==> src/rtl/mac_tree_acc.sv <==
// Pipelined N-lane multiply-accumulate: per-lane products, registered adder tree,
// saturating accumulator with first/last framing and protocol-error reporting.
module mac_tree_acc #(
    parameter int bw      = 4,
    parameter int psum_bw = 16,
    parameter int lanes   = 8
) (
    input  logic                  clk,
    input  logic                  reset,
    input  logic                  valid_in,
    input  logic                  first_in,
    input  logic                  last_in,
    input  logic [lanes*bw-1:0]   x,
    input  logic [lanes*bw-1:0]   w,
    input  logic [psum_bw-1:0]    psum_in,
    output logic [psum_bw-1:0]    out,
    output logic                  out_valid,
    output logic                  ovf,
    output logic                  err,
    output logic                  busy
);

    localparam int K  = $clog2(lanes);
    localparam int PW = 2 * bw;
    localparam int AW = psum_bw + 1;

    typedef enum logic {IDLE, ACC} state_t;

    // Control sideband: index 0 is the multiply stage, index K-1 feeds the accumulator.
    logic [K-1:0]       v_q, f_q, l_q;
    logic [psum_bw-1:0] ps_q [K];

    always_ff @(posedge clk or posedge reset) begin
        if (reset) begin
            v_q <= '0;
            f_q <= '0;
            l_q <= '0;
            for (int unsigned i = 0; i < K; i++) ps_q[i] <= '0;
        end else begin
            v_q[0]  <= valid_in;
            f_q[0]  <= valid_in & first_in;
            l_q[0]  <= valid_in & last_in;
            ps_q[0] <= psum_in;
            for (int unsigned i = 1; i < K; i++) begin
                v_q[i]  <= v_q[i-1];
                f_q[i]  <= f_q[i-1];
                l_q[i]  <= l_q[i-1];
                ps_q[i] <= ps_q[i-1];
            end
        end
    end

    // The final tree level is combinational into the accumulator so that the
    // vector-to-result latency is log2(lanes)+1 register stages.
    for (genvar j = 0; j <= K; j++) begin : g_lvl
        localparam int N = lanes >> j;
        localparam int W = PW + j;
        logic signed [W-1:0] lvl [N];

        if (j == 0) begin : g_mul
            logic signed [PW-1:0] prod [N];
            always_comb begin
                for (int unsigned n = 0; n < N; n++)
                    prod[n] = PW'($signed({1'b0, x[n*bw +: bw]})) * PW'($signed(w[n*bw +: bw]));
            end
            always_ff @(posedge clk or posedge reset) begin
                if (reset) begin
                    for (int unsigned n = 0; n < N; n++) lvl[n] <= '0;
                end else begin
                    for (int unsigned n = 0; n < N; n++) lvl[n] <= prod[n];
                end
            end
        end else begin : g_add
            logic signed [W-1:0] nxt [N];
            always_comb begin
                for (int unsigned n = 0; n < N; n++)
                    nxt[n] = W'(g_lvl[j-1].lvl[2*n]) + W'(g_lvl[j-1].lvl[2*n+1]);
            end
            if (j < K) begin : g_reg
                always_ff @(posedge clk or posedge reset) begin
                    if (reset) begin
                        for (int unsigned n = 0; n < N; n++) lvl[n] <= '0;
                    end else begin
                        for (int unsigned n = 0; n < N; n++) lvl[n] <= nxt[n];
                    end
                end
            end else begin : g_comb
                always_comb begin
                    for (int unsigned n = 0; n < N; n++) lvl[n] = nxt[n];
                end
            end
        end
    end

    state_t             state_q, state_d;
    logic [psum_bw-1:0] acc_q, acc_d;
    logic               sat_q, sat_d;
    logic [psum_bw-1:0] out_q, out_d;
    logic               out_valid_q, out_valid_d;
    logic               ovf_q, ovf_d;
    logic               err_q, err_d;

    logic                va, fa, la;
    logic signed [AW-1:0] tree_ext, base, sum;
    logic                clip;
    logic [psum_bw-1:0]  sat_val;
    logic                accept;

    assign va = v_q[K-1];
    assign fa = f_q[K-1];
    assign la = l_q[K-1];

    always_comb begin
        tree_ext = AW'(g_lvl[K].lvl[0]);
        base     = fa ? AW'($signed(ps_q[K-1])) : AW'($signed(acc_q));
        sum      = base + tree_ext;
        // One guard bit: a mismatch between the top two bits means the result left range.
        clip     = sum[AW-1] ^ sum[AW-2];
        if (clip)
            sat_val = sum[AW-1] ? {1'b1, {(psum_bw-1){1'b0}}} : {1'b0, {(psum_bw-1){1'b1}}};
        else
            sat_val = sum[psum_bw-1:0];
    end

    always_comb begin
        state_d     = state_q;
        acc_d       = acc_q;
        sat_d       = sat_q;
        out_d       = out_q;
        out_valid_d = 1'b0;
        ovf_d       = 1'b0;
        err_d       = 1'b0;
        accept      = 1'b0;
        if (va) begin
            if (fa) begin
                err_d  = (state_q == ACC);
                acc_d  = sat_val;
                sat_d  = clip;
                accept = 1'b1;
            end else if (state_q == ACC) begin
                acc_d  = sat_val;
                sat_d  = sat_q | clip;
                accept = 1'b1;
            end else begin
                err_d = 1'b1;
            end
            if (accept) begin
                if (la) begin
                    out_d       = sat_val;
                    out_valid_d = 1'b1;
                    ovf_d       = sat_d;
                    state_d     = IDLE;
                end else begin
                    state_d = ACC;
                end
            end
        end
    end

    always_ff @(posedge clk or posedge reset) begin
        if (reset) begin
            state_q     <= IDLE;
            acc_q       <= '0;
            sat_q       <= 1'b0;
            out_q       <= '0;
            out_valid_q <= 1'b0;
            ovf_q       <= 1'b0;
            err_q       <= 1'b0;
        end else begin
            state_q     <= state_d;
            acc_q       <= acc_d;
            sat_q       <= sat_d;
            out_q       <= out_d;
            out_valid_q <= out_valid_d;
            ovf_q       <= ovf_d;
            err_q       <= err_d;
        end
    end

    assign out       = out_q;
    assign out_valid = out_valid_q;
    assign ovf       = ovf_q;
    assign err       = err_q;
    assign busy      = (state_q == ACC) | (|v_q);

endmodule
==> config.mk <==
export PLATFORM = sky130hd
export DESIGN_NAME = mac_tree_acc
export DESIGN_NICKNAME = d
export VERILOG_FILES = /design/src/rtl/mac_tree_acc.sv
export SDC_FILE = /design/constraint.sdc
export NUM_CORES = 1
export LEC_CHECK = 0
export ABC_AREA = 1
export ABC_CLOCK_PERIOD_IN_PS = 8900
export BUFFER_PORTS_ARGS = -buffer_cell sky130_fd_sc_hd__buf_2
export CAP_MARGIN = 25
export CORE_UTILIZATION = 63
export CTS_BUF_LIST = sky130_fd_sc_hd__clkbuf_8
export CTS_CLUSTER_DIAMETER = 30
export DETAILED_ROUTE_END_ITERATION = 8
export PLACE_DENSITY_LB_ADDON = 0.12
export SETUP_SLACK_MARGIN = 0.02
export SYNTH_ARGS = -nofsm -noshare
export SYNTH_HDL_FRONTEND = slang
export SYNTH_SLANG_ARGS = --single-unit
==> constraint.sdc <==
create_clock -name clk -period 8.9 [get_ports clk]
set_input_delay 1.78 -clock clk [delete_from_list [all_inputs] [get_ports clk]]
set_output_delay 1.78 -clock clk [all_outputs]
set_load 0.02 [all_outputs]
# After elaboration in Yosys (flattened, before gate mapping)
# Cells that the tools add are included.
# classes
muxes	20
n_shift	0
n_bitwise	5
add_sub_neg	8
eq_ne	0
n_lt_le_gt_ge	0
mul	8
div_mod_pow	0
reduce_logical	5
# ops
cell	count
5-bit by 4-bit multiplier with 8-bit output	8
16-bit two-way mux	4
8-bit by 8-bit adder with 9-bit output	4
9-bit by 9-bit adder with 10-bit output	2
17-bit by 11-bit adder with 17-bit output	1
17-bit two-way mux	1
1-bit two-way mux	15
10-bit by 10-bit adder with 11-bit output	1
2-bit AND reduction	2
3-bit AND reduction	1
3-bit OR reduction	1
1-bit bitwise AND	2
1-bit OR	2
2-bit nonzero test	1
1-bit XOR	1
# word_totals
ff_bits	214
mem_bits_rw	0
mem_count	0
input_bits	85
out_inout_bits	20
latch_bits	0
mem_bits_ro	0

# Depth between registers and ports, before layout
# Gate-level depths: netlist of the first run.
# depth
word_depth	9
ltp_mapped	21
mapped_depth_nobuf	20

# Least setup slack after synthesis of the first run
# No wires, ideal clock.
# synth_timing
kind	input to register
start	input w[23]
end	register g_lvl[0].lvl[23] (netlist bit)
t_arrival_ps	4646
path_stages	12
slack_ps	4126
path_cell_list	inv_1 -> or2_2 -> fa_1 -> fa_1 -> fa_1 -> inv_1 -> ha_1 -> inv_1 -> fa_1 -> o21ai_0 -> a21oi_1 -> xor2_1
# synth_rtl
element	line_no	text
start, declared	14	input logic [lanes*bw-1:0] w,
end, declared	58	logic signed [W-1:0] lvl [N];

==> results of run 1 <==
## power breakdown
group	switching, uW	internal, uW
Clock	448	686
Combinational	2070	1220
Sequential	142	1280
## final timing paths
kind / from / endpoint / slack, ps / cells after the start
max: w[31] / g_lvl[0].lvl[7] / 4340 / 13
max in group asynchronous: reset / g_lvl[1].lvl[31] / 6670 / 3
min in group asynchronous: reset / g_lvl[0].lvl[46] / 1240 / 2
max reg2reg: f_q[2] / sat_q / 4690 / 20
min: ps_q[41] / ps_q[25] / 340 / 0
min reg2reg: ps_q[41] / ps_q[25] / 340 / 0
## cell families after synthesis
logic type	share of synthesized area
and+or+nand+nor	0.135
buffers and inverters	0.0786
AOI/OAI and AO/OA	0.0483
adders and majority gates	0.272
xor gates and xnor gates	0.0591
muxes	0.000760
DFF	0.406
## flip-flops by register name (all words and copies together), names as in the netlist, 3 cells and up
register and flops:
out 16, v_q 3, f_q 3, acc_q 16, ps_q 48, g_lvl.lvl 120, l_q 3
## metrics by stage
stage	utilization	instances	power, uW	hold WS [ps]
final	0.738	1816	5840	341
after global routing	0.738	1816	6400	343
after CTS	0.736	1814	5870	341
after detailed placement	0.687	1736	4690	335
after global placement	0.687	1736	4620	332
after floorplan	-	1372	4030	331
## routing by layer
metal,track usage,up-vias,share of wire
met1,0.283,4217,0.44
met5,0,-,0
met4,0.0688,0,0.021
met3,0.0328,41,0.037
li1,-,4554,-
met2,0.413,167,0.51
## worst max-delay path, delay by kind of cell
kind	cells	cell delay [ps]
fa+ha+maj	5	2100
buf+inv	4	330
compound gates	2	300
simple gates	1	300
xor+xnor	1	170
## cell usage after synthesis, types with 3 or more instances
cell type,instances
xnor2_1,30
buf_6,3
dfrtp_1,214
fa_1,63
ha_1,186
clkbuf_1,7
nand4_1,5
nor2_1,52
xor2_1,59
a21oi_1,55
nand2_1,313
nand3_1,22
or2_2,14
a31oi_1,18
nand2_2,14
inv_2,3
o21ai_0,38
inv_1,255
## area by class of cell
| cell class | instances | area, um2 | share of cell area |
|---|---|---|---|
| clock buffer | 48 | 661 | 0.0439 |
| tap | 270 | 338 | 0.0225 |
| sequential | 214 | 5360 | 0.356 |
| clock inverter | 30 | 342 | 0.0227 |
| inverter | 259 | 980 | 0.0652 |
| multi-input combinational | 888 | 6790 | 0.452 |
| timing repair buffer | 107 | 571 | 0.0380 |
==> results, run 1 <==
- The dominant synthesized flop cell is dfrtp_1.
- The final worst-path setup slack is approximately 4300 ps.
- The startpoint kind of the worst setup timing path is an input port.
- After clock tree synthesis, the repair step resized 0 gates.
- In this run the mean area of a mapped cell was between 9 and 10 um2.
- The die is 147 um tall.
- OpenSTA, run right after detailed placement, puts the worst setup slack at approximately 3800 ps.
- The fraction of the yosys area taken by sequential cells is 0.406.
- The clock skew after layout is around 21 ps.
- After detailed placement, the total cell area comes to about 14,000 um2.
- The total die area is around 22,000 um2.
- In this run the standard cell core region covers ~20,000 um2.
- The first global-routing pass estimated about 40,000 um of wire.
- The class of the worst hold path is flip-flop to flip-flop.
- For this run, design rule violations remaining after detail routing come to 0.
- The cell with the most instances on the worst path is fa_1.
- The share of synthesized registers carrying an async set or reset is 1.00.
- The congestion estimate from routability-driven global placement came to just under 0.9.
- Of the post-synthesis cell area, the dominant cell type holds 0.406.
- After detailed routing, the total wire length is approximately 23,000 um.
- The post-route standard cell area excluding fillers is about 15,000 um2.
- In this run the cell area of the synthesized design comes to between 10,000 and 15,000 um2.
- The count of TritonRoute iterations in the first routing pass is 4.
- The leakage power is between 0.008 and 0.009 uW.
- The element type at the critical path end is a flip-flop.
- The worst voltage drop across the vdd grid is 0.264 mV.
- The area growth from synthesis to layout is 14.1%.
- The per-cell via count in the routed design is slightly below 5.
- For the worst setup path, the data required time is between 9000 and 10,000 ps.
- The count of pins on the block boundary is 105.
- For this block, the initial DRC count from the detailed router was between 300 and 400.
- After clock tree synthesis, the clock-pin slew on the worst setup and hold paths is around 60 ps.
- The total congestion overflow after global routing is 0.
- By area the synthesized netlist is led by dfrtp_1 (41%), ha_1 (18%), fa_1 (9.6%), nand2_1 (8.9%), inv_1 (7.3%).
- The relative slew slack is 0.552.
- The number of nets handed over by synthesis was ~1,700.
- The repair_antennas step left the layout with diodes totalling 0.
- The maximum net fanout on the critical path is 5.
- Subtracting the final worst setup slack from the clock period gives ~4600 ps.
- The critical path in this run is classified as input port to flip-flop.
- Setup repair after global routing left no endpoint under its margin.
- The power density relative to cell area is roughly 390 nW/um2.
- The HPWL after detailed placement is between 15,000 and 20,000 um.
- At the pin with the least slew margin, the transition time is ~670 ps.
- The number of antenna violations at the first check in global routing is 0.
- Dividing the detail-routed wire length by the instance count gives between 10 and 15 um.
- The aggregate negative setup slack is 0 ps.
- TritonCTS created 44 clock buffers.
- The number of max-slew violations in the final report is 0.
- Of the available clock period, the critical path in the final layout requires 0.512.
- The number of library cell types mapped by synthesis is 33.
- The total number of vias is 8,979.
- The post-route antenna net violation count is 0.
- Once the clock tree was built, the setup fixing pass inserted 0 buffers.
- The clock net sink count is 214.
- The H-tree depth is 2.
- The biggest cell delay along the critical path is 580 ps.
- The most frequent standard cell in the layout excluding fill and tap cells is nand2_1.
- For this run, the post-layout net count is 1,848.
- The cell type with the largest total area after synthesis is dfrtp_1.
- The count of buffers from port buffering is 104.
- The signal on the critical path passes through buf_2, inv_1, or2_2, fa_1, fa_1, fa_1, inv_1, ha_1, inv_1, fa_1, o21ai_0, a21oi_1, xor2_1.
- The pin count of the biggest net entering global routing is 162.
- The final number of hold-violating endpoints is 0.
- At the later pin of the worst-skew pair, clock insertion delay measures 540 ps.
- The global-route usage over all layers is 0.229.
- The number of global-route vias before repair is between 9,000 and 10,000.
- The count of final setup violators is 0.
- For this configuration, the core starts out at a cell density of 0.647.
- The layout has 1,457 filler cells.
- The maximum buffer depth of the clock tree is 3.
- Row generation in the floorplan step produced 52 rows.
- Max-cap violations in this run came to 0.
- TritonCTS built the clock tree.
- The top cell types in the final layout, fill and taps aside, are nand2_1 (313), inv_1 (258), dfrtp_1 (214), ha_1 (186), buf_2 (104).
- Of the cells placed in the final design, the portion with a size suffix greater than 1 is 0.143.
- The number of warnings reported in the yosys synthesis log is 0.
- The root cell of the clock tree is clkbuf_8.
- The run finished with clean final reports.
- Synthesis inferred around 210 register bits.
- The largest individual stage delay along the critical path comes from the cell fa_1.
- The number of flops mapped to enable cells by yosys is 0.
- The floorplan step set the die width to ~150 um.
- For this run, the top clock speed supported by timing is roughly 220 MHz.
- Counting every instance in the synthesized netlist gives around 1,400.
- The number of hold buffers added after CTS was 0.
- STA puts the critical path data arrival time at 4980 ps.
Power figures use the tool's default switching activity.
==> run 2, diff against run 1 <==
- ABC_CLOCK_PERIOD_IN_PS: 8900 -> 3800
- CORE_UTILIZATION: 63 -> 57
- clock period: 8.9 -> 3.8 ns (I/O delays scaled with it)
==> results, run 2 (synthesized netlist as in run 1, its figures left out) <==
- For this configuration, the core starts out at a cell density of 0.582.
- The data arrival time of the worst path is ~3800 ps.
- The start of the worst register-to-register path is f_q[2].
- The final net count is 1,868.
- The top cell types in the final layout, fill and taps aside, are nand2_1 (313), inv_1 (259), dfrtp_1 (214), ha_1 (186), buf_2 (104).
- The share of total power dissipated in the clock network is 0.179.
- The depth of the worst register-to-register path is 19.
- TritonCTS built the clock tree.
- The number of antenna cells inserted is 0.
- The count of cells in the finished layout, fillers not included, comes to around 1,800.
- The cell that appears most often on the critical path is fa_1.
- The count of TritonRoute iterations in the first routing pass is 5.
- Once the clock tree was built, the resizer swapped 0 gates to a different size.
- In this run, post-CTS hold repair placed 0 buffers.
- The detail route stage leaves a number of antenna-violating nets equal to 0.
- Derived from the worst setup path, the maximum achievable clock frequency is ~290 MHz.
- The longest clock path from root to sink contains 3 buffers.
- The detail-routed net length per standard cell is roughly 12 um.
- The largest registers in the layout are g_lvl.lvl x120, ps_q x48.
- The total number of vias is ~8,900.
- The end of the worst register-to-register path is out[0].
- The startpoint kind of the worst setup timing path is an input port.
- The register with the most flip-flops is g_lvl.lvl.
- Wires add up to around 22,000 um.
- Of the total power, the share spent switching nets is 0.454.
- The insertion delay of the later-clocked pin in the worst-skew pair is about 530 ps.
- In this run the tool buffered the top-level ports with around 100 buffer cells.
- The cell with the biggest individual delay on the critical path is fa_1.
- The met1 routing resource usage after global routing is 0.256.
- The total CTS buffers is between 40 and 50.
- At the worst endpoint, the required time is between 4000 and 5000 ps.
- Row generation in the floorplan step produced 55 rows.
- From synthesis to final layout, the design area changed by 14.8%.
- The global routing stage identified its most utilized layer as met2.
- The number of max-slew violations in the final report is 0.
- The total of max-cap violations is 0.
- The clock skew after layout is 23.2 ps.
- The final number of hold-violating endpoints is 0.
- The sequential cells in the finished layout cover a total of roughly 5400 um2.
- The share of total power in combinational logic is 0.572.
- The height of the die is ~150 um.
- The die extent in x is 154 um.
- The worst voltage drop across the vdd grid is 0.784 mV.
- The cell sitting at the root of the clock tree is a clkbuf_8.
- The H-tree was split into 2 levels.
- The congestion estimate from routability-driven global placement came to between 0.8 and 0.9.
- The share of total power dissipated in sequential elements is 0.248.
- After clock tree synthesis, the clock-pin slew on the worst setup and hold paths is 60 ps.
- The number of antenna violations at the first check in global routing is 0.
- The worst setup path is captured at a flip-flop.
- The internal power is around 7300 uW.
- The number of DRC violations after detailed routing is 0.
- The measured slew at the worst slew-check pin is 689 ps.
- The number of global-route vias before repair is 9,098.
- The total die area is 23,700 um2.
- The combined area of the multi-input logic cells is 6790 um2.
- The per-cell via count in the routed design is about 4.8.
- The number of DRC violations after detailed-routing iteration 0 is 291.
- For this design the ratio of total power to cell area is between 800 and 900 nW/um2.
- The global-route usage over all layers is 0.203.
- Leaving out fill and tap cells, the most frequent cell in the layout is nand2_1.
- The net switching component of the power is around 6100 uW.
- For met2 alone, demand over resource in global routing was 0.360.
- After layout, the minimum clock period comes to between 3000 and 4000 ps.
- In this run the worst hold path is classified as input port to async pin.
- The count of final setup violators is 0.
- After clock tree synthesis, the setup repair step added 0 buffers.
- The maximum net fanout on the critical path is 2.
- The post-layout utilization of the core is 0.668.
- The flip-flop count of the largest register after layout is 120.
- The placeable core area is around 23,000 um2.
- The wire-length estimate of the detail-placed layout is around 18,000 um.
- The internal reg-to-reg setup slack is ~560 ps.
- The count of pins on the block boundary is roughly 110.
- The placed cell count is roughly 1,800.
- Summed over all cells, the static leakage comes to around 0.0086 uW.
- The final worst-path cycle share is 0.905.
- Headroom to the max-slew limit came out at 0.540.
- The critical path goes through buf_2, or2_2, fa_1, fa_1, fa_1, inv_1, ha_1, inv_1, fa_1, o21ai_0, a21oi_1, xor2_1.
- Summed over all layers, the global routing overflow is 0.
- Counting every sink on the clock net gives around 210.
- The run finished with clean final reports.
- The category of the critical setup timing path is input port to flip-flop.
- The biggest cell delay along the critical path is 580 ps.
- Setup repair after global routing left no endpoint under its margin.
- The count of filler cells inserted in the layout is around 1,900.
- The pin count of the biggest net entering global routing is 102.
- The first global-routing pass estimated between 30,000 and 40,000 um of wire.
- The fraction of layout cells with a size suffix above 1 is 0.152.
- The met3 capacity usage during global routing is 0.0335.
-- run 2: worst max path at each step --
stage	start	to	slack (ps)	depth (start not counted)
after floorplan	w[23]	g_lvl[0].lvl[23]	50	12
after global placement	w[3]	g_lvl[0].lvl[63]	-80	13
after detailed placement	w[3]	g_lvl[0].lvl[63]	-160	13
after CTS	x[0]	g_lvl[0].lvl[63]	380	12
after global routing	w[31]	g_lvl[0].lvl[7]	200	13
final	x[0]	g_lvl[0].lvl[63]	360	12
-- run 2: metrics by stage --
step	power (uW)	TNS (ps)	setup WS, ps	cell area [um2]	hold WS, ps
after floorplan	9440	0	46.2	13200	331
after detailed placement	11100	-451	-163	14200	335
after CTS	13600	0	378	15100	144
after global placement	10900	-193	-79.8	14200	332
after global routing	14800	0	198	15100	156
final	13400	0	361	15100	165
-- run 2: worst max-delay path: cells and delay by family --
| family | cells | cell delay (ps) |
|---|---|---|
| adder cells (fa/ha/maj) | 5 | 2050 |
| AND/OR/NAND/NOR | 1 | 310 |
| AO/OA/AOI/OAI | 2 | 320 |
| XOR/XNOR | 1 | 170 |
| buffers and inverters | 3 | 230 |
-- run 2: layer usage --
layer | vias to the layer above | share of wire | wire length [um]
met1 | 4137 | 0.46 | 10100
met3 | 37 | 0.032 | 720
met2 | 139 | 0.49 | 11000
met5 | - | 0 | 0
li1 | 4579 | - | -
met4 | 0 | 0.018 | 388
-- run 2: final cells by class --
type                    instances  share of cell area
flip-flops and latches        214               0.354
repair buffers                130              0.0489
clock buffers                  52              0.0473
well taps                     285              0.0236
multi-input cells             888               0.449
clock inverters                21              0.0132
inverters                     259              0.0645
-- run 2: power by group through the flow --
stage	sequential, uW	combinational, uW	clock, uW
after floorplan	3390	6050	0
after global placement	3370	7550	0
after detailed placement	3370	7680	0
after CTS	3350	7740	2480
after global routing	3410	8800	2580
final	3330	7670	2400
